===== src/rtl/mem_lsu_pkg.sv =====
// rtl/mem_lsu_pkg.sv - shared constants and FSM state type for the load/store unit
package mem_lsu_pkg;

  localparam int BYTE_SIZE                     = 8;
  localparam int DEFAULT_LSU_LATENCY           = 1;
  localparam int DEFAULT_DATA_MEMORY_ADDR_SIZE = 7;

  localparam logic [1:0] LSU_SIZE_BYTE = 2'b00;
  localparam logic [1:0] LSU_SIZE_HALF = 2'b01;
  localparam logic [1:0] LSU_SIZE_WORD = 2'b10;

  typedef enum logic [1:0] {
    LSU_IDLE   = 2'd0,
    LSU_ACCESS = 2'd1,
    LSU_DONE   = 2'd2
  } lsu_state_e;

endpackage


===== src/rtl/mem_lane_align.sv =====
// rtl/mem_lane_align.sv - byte-lane steering for stores and extraction/extension for loads
module mem_lane_align
  import mem_lsu_pkg::*;
#(
  parameter int DATA_W = 32,
  parameter int OFF_W  = $clog2(DATA_W / BYTE_SIZE)
) (
  input  logic [OFF_W-1:0]             offset_i,
  input  logic [1:0]                   size_i,
  input  logic                         unsigned_i,
  input  logic [DATA_W-1:0]            st_data_i,
  input  logic [DATA_W-1:0]            raw_i,
  output logic [DATA_W/BYTE_SIZE-1:0]  be_o,
  output logic [DATA_W-1:0]            st_word_o,
  output logic [DATA_W-1:0]            ld_data_o
);

  localparam int NB = DATA_W / BYTE_SIZE;

  logic [OFF_W-1:0]  lane_base;
  logic [OFF_W+2:0]  lane_shift;
  logic [DATA_W-1:0] ld_shifted;

  // Lowest selected lane and enable mask; one selection feeds both directions
  always_comb begin
    lane_base = '0;
    be_o      = '0;
    case (size_i)
      LSU_SIZE_BYTE: lane_base = offset_i;
      LSU_SIZE_HALF: lane_base = offset_i & ~OFF_W'(1);
      default:       lane_base = '0;
    endcase
    for (int k = 0; k < NB; k++) begin
      case (size_i)
        LSU_SIZE_BYTE: be_o[k] = (OFF_W'(k) == offset_i);
        LSU_SIZE_HALF: be_o[k] = ((OFF_W'(k) >> 1) == (offset_i >> 1));
        default:       be_o[k] = 1'b1;
      endcase
    end
  end

  assign lane_shift = {lane_base, 3'b000};
  assign st_word_o  = st_data_i << lane_shift;
  assign ld_shifted = raw_i >> lane_shift;

  // Right-align the selected lanes, then zero- or sign-extend sub-word loads
  always_comb begin
    ld_data_o = ld_shifted;
    case (size_i)
      LSU_SIZE_BYTE: ld_data_o = {{(DATA_W-8){~unsigned_i & ld_shifted[7]}}, ld_shifted[7:0]};
      LSU_SIZE_HALF: ld_data_o = {{(DATA_W-16){~unsigned_i & ld_shifted[15]}}, ld_shifted[15:0]};
      default:       ld_data_o = ld_shifted;
    endcase
  end

endmodule


===== src/rtl/mem_lsu.sv =====
// rtl/mem_lsu.sv - multi-cycle byte-addressed data memory with load/store handshake
module mem_lsu
  import mem_lsu_pkg::*;
#(
  parameter int IO_BUS_SIZE    = 32,
  parameter int MEM_ADDR_SIZE  = DEFAULT_DATA_MEMORY_ADDR_SIZE,
  parameter int ACCESS_LATENCY = DEFAULT_LSU_LATENCY
) (
  input  logic                                 i_clk,
  input  logic                                 i_reset,
  input  logic                                 i_req,
  input  logic                                 i_wr_rd,
  input  logic [1:0]                           i_size,
  input  logic                                 i_unsigned,
  input  logic [IO_BUS_SIZE-1:0]               i_alu_res,
  input  logic [IO_BUS_SIZE-1:0]               i_bus_b,
  output logic                                 o_busy,
  output logic                                 o_done,
  output logic                                 o_misaligned,
  output logic [IO_BUS_SIZE-1:0]               o_mem_rd,
  output logic [IO_BUS_SIZE-1:0]               o_alu_result,
  output logic [(2**MEM_ADDR_SIZE)*BYTE_SIZE-1:0] o_bus_debug
);

  localparam int NB       = IO_BUS_SIZE / BYTE_SIZE;
  localparam int OFF_W    = $clog2(NB);
  localparam int MEM_BITS = (2**MEM_ADDR_SIZE) * BYTE_SIZE;

  lsu_state_e               state_q, state_d;
  logic [3:0]               cnt_q, cnt_d;
  logic                     wr_q, uns_q, mis_q;
  logic [1:0]               size_q;
  logic [IO_BUS_SIZE-1:0]   addr_q, data_q, rd_q;
  logic [MEM_BITS-1:0]      mem_q;

  logic                     accept, commit, req_mis;
  logic [OFF_W-1:0]         req_off;
  logic [MEM_ADDR_SIZE-1:0] word_base;
  logic [MEM_ADDR_SIZE+2:0] bit_idx;
  logic [IO_BUS_SIZE-1:0]   raw_word, st_word, ld_data, bit_mask, new_word;
  logic [NB-1:0]            be;

  assign req_off = i_alu_res[OFF_W-1:0];

  // Alignment of the incoming request: bytes always, halves on even, words on lane 0
  always_comb begin
    req_mis = 1'b0;
    case (i_size)
      LSU_SIZE_BYTE: req_mis = 1'b0;
      LSU_SIZE_HALF: req_mis = req_off[0];
      default:       req_mis = (req_off != '0);
    endcase
  end

  // Next-state logic: accept only in IDLE, count down in ACCESS, one cycle in DONE
  always_comb begin
    state_d = state_q;
    cnt_d   = cnt_q;
    accept  = 1'b0;
    commit  = 1'b0;
    case (state_q)
      LSU_IDLE: begin
        if (i_req) begin
          accept = 1'b1;
          if (req_mis) begin
            state_d = LSU_DONE;
          end else begin
            state_d = LSU_ACCESS;
            cnt_d   = 4'(ACCESS_LATENCY - 1);
          end
        end
      end
      LSU_ACCESS: begin
        if (cnt_q == 4'd0) begin
          commit  = 1'b1;
          state_d = LSU_DONE;
        end else begin
          cnt_d = cnt_q - 4'd1;
        end
      end
      LSU_DONE: state_d = LSU_IDLE;
      default:  state_d = LSU_IDLE;
    endcase
  end

  // FSM state and latency counter
  always_ff @(posedge i_clk or negedge i_reset) begin
    if (!i_reset) begin
      state_q <= LSU_IDLE;
      cnt_q   <= '0;
    end else begin
      state_q <= state_d;
      cnt_q   <= cnt_d;
    end
  end

  // Request capture on accept and load-result register
  always_ff @(posedge i_clk or negedge i_reset) begin
    if (!i_reset) begin
      wr_q   <= 1'b0;
      uns_q  <= 1'b0;
      mis_q  <= 1'b0;
      size_q <= '0;
      addr_q <= '0;
      data_q <= '0;
      rd_q   <= '0;
    end else begin
      if (accept) begin
        wr_q   <= i_wr_rd;
        uns_q  <= i_unsigned;
        mis_q  <= req_mis;
        size_q <= i_size;
        addr_q <= i_alu_res;
        data_q <= i_bus_b;
      end
      if (accept && req_mis) begin
        rd_q <= '0;
      end else if (commit && !wr_q) begin
        rd_q <= ld_data;
      end
    end
  end

  assign word_base = {addr_q[MEM_ADDR_SIZE-1:OFF_W], {OFF_W{1'b0}}};
  assign bit_idx   = {word_base, 3'b000};
  assign raw_word  = mem_q[bit_idx +: IO_BUS_SIZE];

  mem_lane_align #(
    .DATA_W (IO_BUS_SIZE),
    .OFF_W  (OFF_W)
  ) u_lane_align (
    .offset_i   (addr_q[OFF_W-1:0]),
    .size_i     (size_q),
    .unsigned_i (uns_q),
    .st_data_i  (data_q),
    .raw_i      (raw_word),
    .be_o       (be),
    .st_word_o  (st_word),
    .ld_data_o  (ld_data)
  );

  // Merge enabled store lanes into the addressed word, leaving other bytes intact
  always_comb begin
    bit_mask = '0;
    for (int k = 0; k < NB; k++) begin
      bit_mask[k*BYTE_SIZE +: BYTE_SIZE] = {BYTE_SIZE{be[k]}};
    end
    new_word = (raw_word & ~bit_mask) | (st_word & bit_mask);
  end

  // Memory array; a store commits only on the final ACCESS cycle
  always_ff @(posedge i_clk or negedge i_reset) begin
    if (!i_reset) begin
      mem_q <= '0;
    end else if (commit && wr_q) begin
      mem_q[bit_idx +: IO_BUS_SIZE] <= new_word;
    end
  end

  assign o_busy       = (state_q != LSU_IDLE);
  assign o_done       = (state_q == LSU_DONE);
  assign o_misaligned = o_done & mis_q;
  assign o_mem_rd     = rd_q;
  assign o_alu_result = addr_q;
  assign o_bus_debug  = mem_q;

endmodule


===== config.mk =====
export PLATFORM = sky130hd
export DESIGN_NAME = mem_lsu
export DESIGN_NICKNAME = d
export VERILOG_FILES = /design/src/rtl/mem_lsu_pkg.sv /design/src/rtl/mem_lane_align.sv /design/src/rtl/mem_lsu.sv
export SDC_FILE = /design/constraint.sdc
export NUM_CORES = 2
export LEC_CHECK = 0
export CAP_MARGIN = 20
export CORE_AREA = 10 10 450 452
export CTS_CLUSTER_DIAMETER = 80
export DETAILED_ROUTE_END_ITERATION = 16
export DIE_AREA = 0 0 460 462
export HOLD_SLACK_MARGIN = 0.03
export PLACE_DENSITY = 0.46
export SYNTH_ARGS = -nofsm -noshare
export SYNTH_HDL_FRONTEND = slang
export SYNTH_SLANG_ARGS = --single-unit

===== constraint.sdc =====
create_clock -name i_clk -period 4.46 [get_ports i_clk]
set_clock_uncertainty 0.1 [all_clocks]
set_input_delay 1.115 -clock i_clk [delete_from_list [all_inputs] [get_ports i_clk]]
set_output_delay 1.115 -clock i_clk [all_outputs]
set_load 0.1 [all_outputs]

; ---- Word-level counts from Yosys, hierarchy flattened
; Cells that the tools add are included.
[classes]
addsub = 2
eq_ne = 11
n_shift = 5
n_mux = 22
n_bitwise = 8
n_reduce_logical = 16
[ops]
columns = operator, n
row1 = 1024-bit bitwise mux, 1
row2 = "32-bit by 12-bit variable shift with 1024-bit output, first input constant", 1
row3 = 1024-bit by 11-bit indexed part select with 32-bit output, 1
row4 = 32-bit by 12-bit indexed part select with 1024-bit output, 1
row5 = 32-bit AND, 2
row6 = 32-bit two-way mux, 2
row7 = 32-bit one-hot mux with 2 select lines, 1
row8 = 32-bit NOT, 1
row9 = 32-bit bitwise OR, 1
row10 = 32-bit by 5-bit << shifter with 32-bit output, 1
row11 = 32-bit by 5-bit >> shifter with 32-bit output, 1
row12 = 4-bit two-way mux, 3
row13 = 10-bit negation with 12-bit output, 1
row14 = 2-bit logical NOT, 5
row15 = 1-bit one-hot mux with 2 select lines, 5
row16 = "2-bit != test, second input constant", 4
row17 = 2-bit one-hot mux with 2 select lines, 2
row18 = 4-bit one-hot mux with 2 select lines, 1
row19 = 2-bit nonzero test, 4
row20 = "2-bit by 1-bit equality test with 1-bit output, second input constant", 3
row21 = 2-bit two-way mux, 3
row22 = "2-bit equality test, first input constant", 2
row23 = 4-bit logical NOT, 1
row24 = 1-bit two-way mux, 4
row25 = 9 further kinds, 13
[word_totals]
regBits = 1131
inputBits = 71
output_inout_bits = 1091
elab_cells = 74

; ---- Depth between registers and ports, before layout
[logic_depth]
depth_word = 7
ltp_mapped = 19
mapped_depth_nobuf = 9

; ---- By module
; Synthesis repeated with hierarchy kept, for this count alone.
[unflattened]
cells_unflattened = 4957
area_unflattened_um2 = 51018.9
[by_module_without_submodules]
columns = mod, n_inst, cells_per_inst, area_each_um2, seq_area_each_um2
row1 = mem_lsu, 1, 4775, 49670.1, 28302.1
row2 = mem_lane_align, 1, 182, 1348.8, 0.0

; ---- Least setup slack after synthesis
; OpenSTA, ideal clock, no wires.
[synth_path]
path_kind = register -> register
startpoint = register addr_q[2] (netlist: o_alu_result[2])
endpoint = register mem_q[973] (netlist: o_bus_debug[973])
setup_ns = 0.135
arrival_time_ns = 4.189
required_ns = 4.225
slack_ns = 0.037
path_stages_with_launch = 20
path_buffers = 10
synth_period_minus_slack_ns = 4.423
cell_sequence = dfrtp_1 buf_6 buf_6 buf_6 buf_4 buf_6 inv_2 buf_4 ha_1 buf_2 or3b_1 or3_1 a21boi_1 and2_1 clkbuf_1 nand2_1 clkbuf_1 clkbuf_1 nand2_1 o21ai_0
[synth_via]
elab_chain_cells = 5
word_cells_on_any_way = 7
cone_classes = add/sub: 1 / shift: 3 / mux: 1 / bitwise: 2
[synth_lines]
columns = element, line_no
row1 = from (decl), mem_lsu.sv:33  ; logic [IO_BUS_SIZE-1:0] addr_q, data_q, rd_q;
row2 = from (signal assigned), mem_lsu.sv:113  ; addr_q <= i_alu_res;
row3 = 1024-bit by 11-bit indexed part select with 32-bit output, mem_lsu.sv:126  ; assign raw_word = mem_q[bit_idx +: IO_BUS_SIZE];
row4 = 32-bit AND, mem_lsu.sv:148  ; new_word = (raw_word & ~bit_mask) | (st_word & bit_mask);
row5 = 32-bit bitwise OR, mem_lsu.sv:148
row6 = 32-bit by 12-bit indexed part select with 1024-bit output, mem_lsu.sv:156  ; mem_q[bit_idx +: IO_BUS_SIZE] <= new_word;
row7 = 1024-bit bitwise mux (*), mem_lsu.sv:156
row8 = "to (signal, indexed assignment)", mem_lsu.sv:156
row9 = to (decl), mem_lsu.sv:34  ; logic [MEM_BITS-1:0] mem_q;
; Mark *: on every way between the ends. The rest lies on a longest branch, timed or not.
; A chain may end at the register's enable or synchronous reset.

; ---- Final worst setup path
[layout_path]
startpoint = register addr_q[5] (netlist: o_alu_result[5])
endpoint = register mem_q[308] (netlist: o_bus_debug[308])
; Same word-level chain as after synthesis.

==> out/results.md <==
| Item | This run |
| --- | --- |
| All-layer global routing usage | 0.290 |
| Maximum clock path buffer count | 3 |
| Pwr/cell area | 629 mW/mm² |
| Time the worst path needs with I/O delays and setup | 4.34 ns |
| RePlAce Congestion | 0.907 |
| Number of unique standard cell types used by synthesis | 62 |
| Estimated wirelength of the detail-placed design | 240 mm |
| Rel. slew slack | 0.188 |
| Final number of max-transition violations | 0 |
| Share of total power consumed by net switching | 0.487 |
| Clk sinks | 1131 |
| Antenna violations before repair | 19 |
| Number of remaining DRC errors | 0 |
| Switching power summed over all nets | 21600 µW |
| Number of design-rule violations left by the first detailed-router iteration | 4487 |
| Latest clock arrival within the worst-skew pair | 0.81 ns |
| Initial core utilization | 0.262 |
| Standby leakage power | 0.0297 µW |
| Global route total overflow | 0 |
| Worst IR drop on VDD | 0.374 mV |
| Most used cell, CP | sky130_fd_sc_hd__buf_4 |
| CTS hold repair buffers | 0 |
| Signal arrival time at the worst endpoint | 4.87 ns |
| Width of the chip | 460 µm |
| Avg WL per Cell | 37.3 µm |
| Die Outline Area | 0.213 mm² |
| Async SR Flop Fraction | 1.00 |
| Clock tree root driver cell | sky130_fd_sc_hd__clkbuf_16 |
| Post-synthesis instance total | 4769 |
| Total wire length | 317 mm |
| Number of enable flip-flop cells after synthesis | 0 |
| Final instance count without filler cells | 8519 |
| Post-synthesis sequential area ratio | 0.557 |
| Cell area after synthesis | 0.0508 mm² |
| Clock network power share | 0.263 |
| Via density | 5.28 |
| Required time at the worst-slack endpoint | 4.99 ns |
| Routed vias | 44955 |
| Count of nets after finishing | 5939 |
| Top delay family on crit path | buffers and inverters |
| Main synth FF type | sky130_fd_sc_hd__dfrtp_1 |
| Worst-path cell chain | inv_4 -> nor2_1 -> buf_4 -> a32oi_1 -> o21a_1 -> a222oi_1 -> buf_4 -> o21ai_0 |
| Count of pins on the block boundary | 1162 |
| First-pass GRT wire length | 423 mm |
| Slew @ Worst Pin | 1.21 ns |
| Final critical-path share of the clock period | 0.973 |
| Setup Fix Bufs, Post-CTS | 0 |
| Site Rows | 162 |
| # Max-Cap Violations | 0 |
| Kind of end point of the critical path | flip-flop |
| Total CTS buffers | 144 |
| Fmax | 230 MHz |
| Critical-path cell with the highest stage delay | sky130_fd_sc_hd__dfrtp_1 |
| Die Y | 462 µm |
| Core area | 0.194 mm² |
| Number of H-tree branching levels | 4 |
| Layout cell share with drive strength beyond 1 | 0.178 |
| Final number of setup-violating endpoints | 0 |
| Detailed Routing Iterations Pass 1 | 8 |
| Largest net degree at the start of global routing | 103 |
| Post-Synthesis Net Count | 4845 |
| Setup Total Neg Slack | 0 ns |
| PortBufs | 1161 |
| Clock transition time at the flip-flop clock pins of the worst setup and hold paths | 0.06 ns |
| Part of the total power dissipated in sequential elements | 0.282 |
| Synthesis-stage register bit count | 1131 |
| Number of instances resized during post-cts repair | 0 |
| Mean Syn Cell Area | 10.7 µm² |
| Filler Cells Inserted | 19358 |
| Critical path launch point type | flip-flop |
| Synthesis-to-layout area growth | 38.4% |
| Internal power component | 22700 µW |
| Critical path buffers and inverters | 3 |
| Number of placed instances, taps included | 8259 |
| Gate power share | 0.455 |
| Clock tree from TritonCTS | done |
| Number of warnings issued by yosys | 0 |
| Via count of the first global-routing pass | 44537 |
| Outcome | completed |
| Final Hold Vio Count | 0 |
| Setup repair after global routing missed its margin | false |
| Detail Route Antenna Nets | 0 |
| Path class of the lowest-slack min-delay path | in2async |
| Peak per-stage delay on the critical path | 1.00 ns |
| Setup Crit Path Kind | reg2reg |
| Largest driver fanout on the critical path | 33 |
==> synth_stat cells, types with 3 or more instances <==
master | number | area [µm²]
sky130_fd_sc_hd__a211oi_1 | 5 | 37.5
sky130_fd_sc_hd__a21o_1 | 5 | 37.5
sky130_fd_sc_hd__a21oi_1 | 21 | 105
sky130_fd_sc_hd__a222oi_1 | 7 | 70.1
sky130_fd_sc_hd__a22oi_1 | 35 | 263
sky130_fd_sc_hd__a32oi_1 | 12 | 105
sky130_fd_sc_hd__and2_1 | 13 | 81.3
sky130_fd_sc_hd__and3_1 | 8 | 50.1
sky130_fd_sc_hd__buf_1 | 14 | 52.6
sky130_fd_sc_hd__buf_2 | 84 | 420
sky130_fd_sc_hd__buf_4 | 28 | 210
sky130_fd_sc_hd__buf_6 | 16 | 180
sky130_fd_sc_hd__clkbuf_1 | 258 | 968
sky130_fd_sc_hd__dfrtp_1 | 1131 | 28300
sky130_fd_sc_hd__ha_1 | 5 | 62.6
sky130_fd_sc_hd__inv_1 | 9 | 33.8
sky130_fd_sc_hd__inv_2 | 3 | 11.3
sky130_fd_sc_hd__mux2_2 | 8 | 90.1
sky130_fd_sc_hd__mux2i_1 | 98 | 981
sky130_fd_sc_hd__mux4_2 | 267 | 6010
sky130_fd_sc_hd__nand2_1 | 1344 | 5040
sky130_fd_sc_hd__nand3_1 | 12 | 60.1
sky130_fd_sc_hd__nand3b_1 | 10 | 75.1
sky130_fd_sc_hd__nand4_1 | 21 | 131
sky130_fd_sc_hd__nor2_1 | 43 | 161
sky130_fd_sc_hd__nor2b_1 | 7 | 43.8
sky130_fd_sc_hd__nor3_1 | 10 | 50.1
sky130_fd_sc_hd__nor4_1 | 6 | 37.5
sky130_fd_sc_hd__o211ai_1 | 7 | 52.6
sky130_fd_sc_hd__o21a_1 | 11 | 82.6
sky130_fd_sc_hd__o21ai_0 | 907 | 4540
sky130_fd_sc_hd__o21ai_1 | 61 | 305
sky130_fd_sc_hd__o21ai_2 | 10 | 87.6
sky130_fd_sc_hd__o221ai_1 | 8 | 70.1
sky130_fd_sc_hd__o22a_1 | 5 | 43.8
sky130_fd_sc_hd__o22ai_1 | 18 | 113
sky130_fd_sc_hd__o31ai_1 | 97 | 728
sky130_fd_sc_hd__o32ai_1 | 3 | 26.3
sky130_fd_sc_hd__or2_0 | 8 | 50.1
sky130_fd_sc_hd__or2_1 | 11 | 68.8
sky130_fd_sc_hd__or2_2 | 117 | 732
==> worst paths after layout <==
check / startpoint / to / slack, ns / cells past startpoint
worst min-delay path: i_reset / o_bus_debug[961] / 0.19 / 1
max in group asynchronous: i_reset / data_q[2] / 2.69 / 3
worst max register to register: o_alu_result[5] / o_bus_debug[308] / 0.12 / 8
worst min register to register: o_alu_result[14] / o_alu_result[14] / 0.37 / 2
worst max-delay path: o_alu_result[5] / o_bus_debug[308] / 0.12 / 8
min in group i_clk: o_alu_result[14] / o_alu_result[14] / 0.37 / 2
==> logic make-up (layout without fill, tap and decap cells) <==
kind of cell | Yosys count | in the layout | synth area share
simple gates | 1619 | 1619 | 0.131
compound gates | 1222 | 1222 | 0.133
flops | 1131 | 1131 | 0.557
buf+inv | 414 | 1613 | 0.0373
mux | 374 | 374 | 0.140
fa+ha+maj | 5 | 5 | 0.00123
xor+xnor | 4 | 4 | 0.000690
other cells | 0 | 9 | 0
==> through the flow <==
| step | cell area (µm²) | utilization | hold WS [ns] | setup WS [ns] | total power (µW) |
|---|---|---|---|---|---|
| 2_1_floorplan | 50800 | - | 0.345 | 0.0368 | 24500 |
| 3_3_place_gp | 65700 | 0.339 | 0.356 | 0.0709 | 32700 |
| 3_5_place_dp | 65700 | 0.339 | 0.365 | 0.115 | 32800 |
| 4_1_cts | 70300 | 0.363 | 0.147 | 0.0602 | 44500 |
| 5_1_grt | 70300 | 0.363 | 0.188 | 0.0759 | 45700 |
| 6_report | 70300 | 0.363 | 0.189 | 0.118 | 44300 |
==> metal layers <==
| metal | share of wire | GRT usage | up-vias |
|---|---|---|---|
| met5 | 0.000079 | 0 | - |
| met4 | 0.051 | 0.129 | 4 |
| met3 | 0.099 | 0.0975 | 458 |
| met2 | 0.45 | 0.448 | 2352 |
| met1 | 0.40 | 0.367 | 23209 |
| li1 | - | - | 18932 |
==> flip-flops by register name, summed over array words and instances (netlist names) <==
signal and cells:
o_bus_debug 1024, data_q 32, o_alu_result 32, o_mem_rd 32, cnt_q 4, size_q 2
state_q 2, mis_q 1, uns_q 1, wr_q 1
==> power groups by stage <==
| stage | logic (µW) | clock network [µW] | registers, µW |
|---|---|---|---|
| floorplan | 7100 | 0 | 17400 |
| global placement | 20100 | 0 | 12600 |
| detailed placement | 20200 | 0 | 12600 |
| CTS | 20200 | 11900 | 12500 |
| global route | 20900 | 12300 | 12600 |
| finish | 20100 | 11700 | 12500 |
==> placed cells by master, fill, tap and decap left out, drive strengths merged, types with 3 or more instances in the layout <==
cell type,Yosys,final
a211oi,5,5
a21o,5,5
a21oi,21,21
a222oi,7,7
a22oi,35,35
a32oi,12,12
and2,13,13
and3,8,8
buf,143,398
bufinv,0,5
clkbuf,259,212
clkdlybuf4s50,0,952
clkinv,0,21
dfrtp,1131,1131
diode,0,9
ha,5,5
inv,12,23
mux2,8,8
mux2i,99,99
mux4,267,267
nand2,1344,1344
nand3,12,12
nand3b,10,10
nand4,21,21
nor2,44,44
nor2b,7,7
nor3,10,10
nor4,6,6
o211ai,8,8
o21a,11,11
o21ai,978,978
o221ai,8,8
o22a,5,5
o22ai,18,18
o31ai,97,97
o32ai,3,3
or2,136,136
==> layout make-up <==
type                       count  area, µm²  share of cell area
timing repair buffer        1350      13200               0.188
inverter                      12       51.3            0.000729
sequential                  1131      28300               0.402
multi-input combinational   3224      20900               0.298
clock buffer                 212       4140              0.0589
antenna                        9       22.5            0.000320
clock inverter                39        464             0.00660
tap                         2542       3180              0.0452
Power figures use the tool's default switching activity.
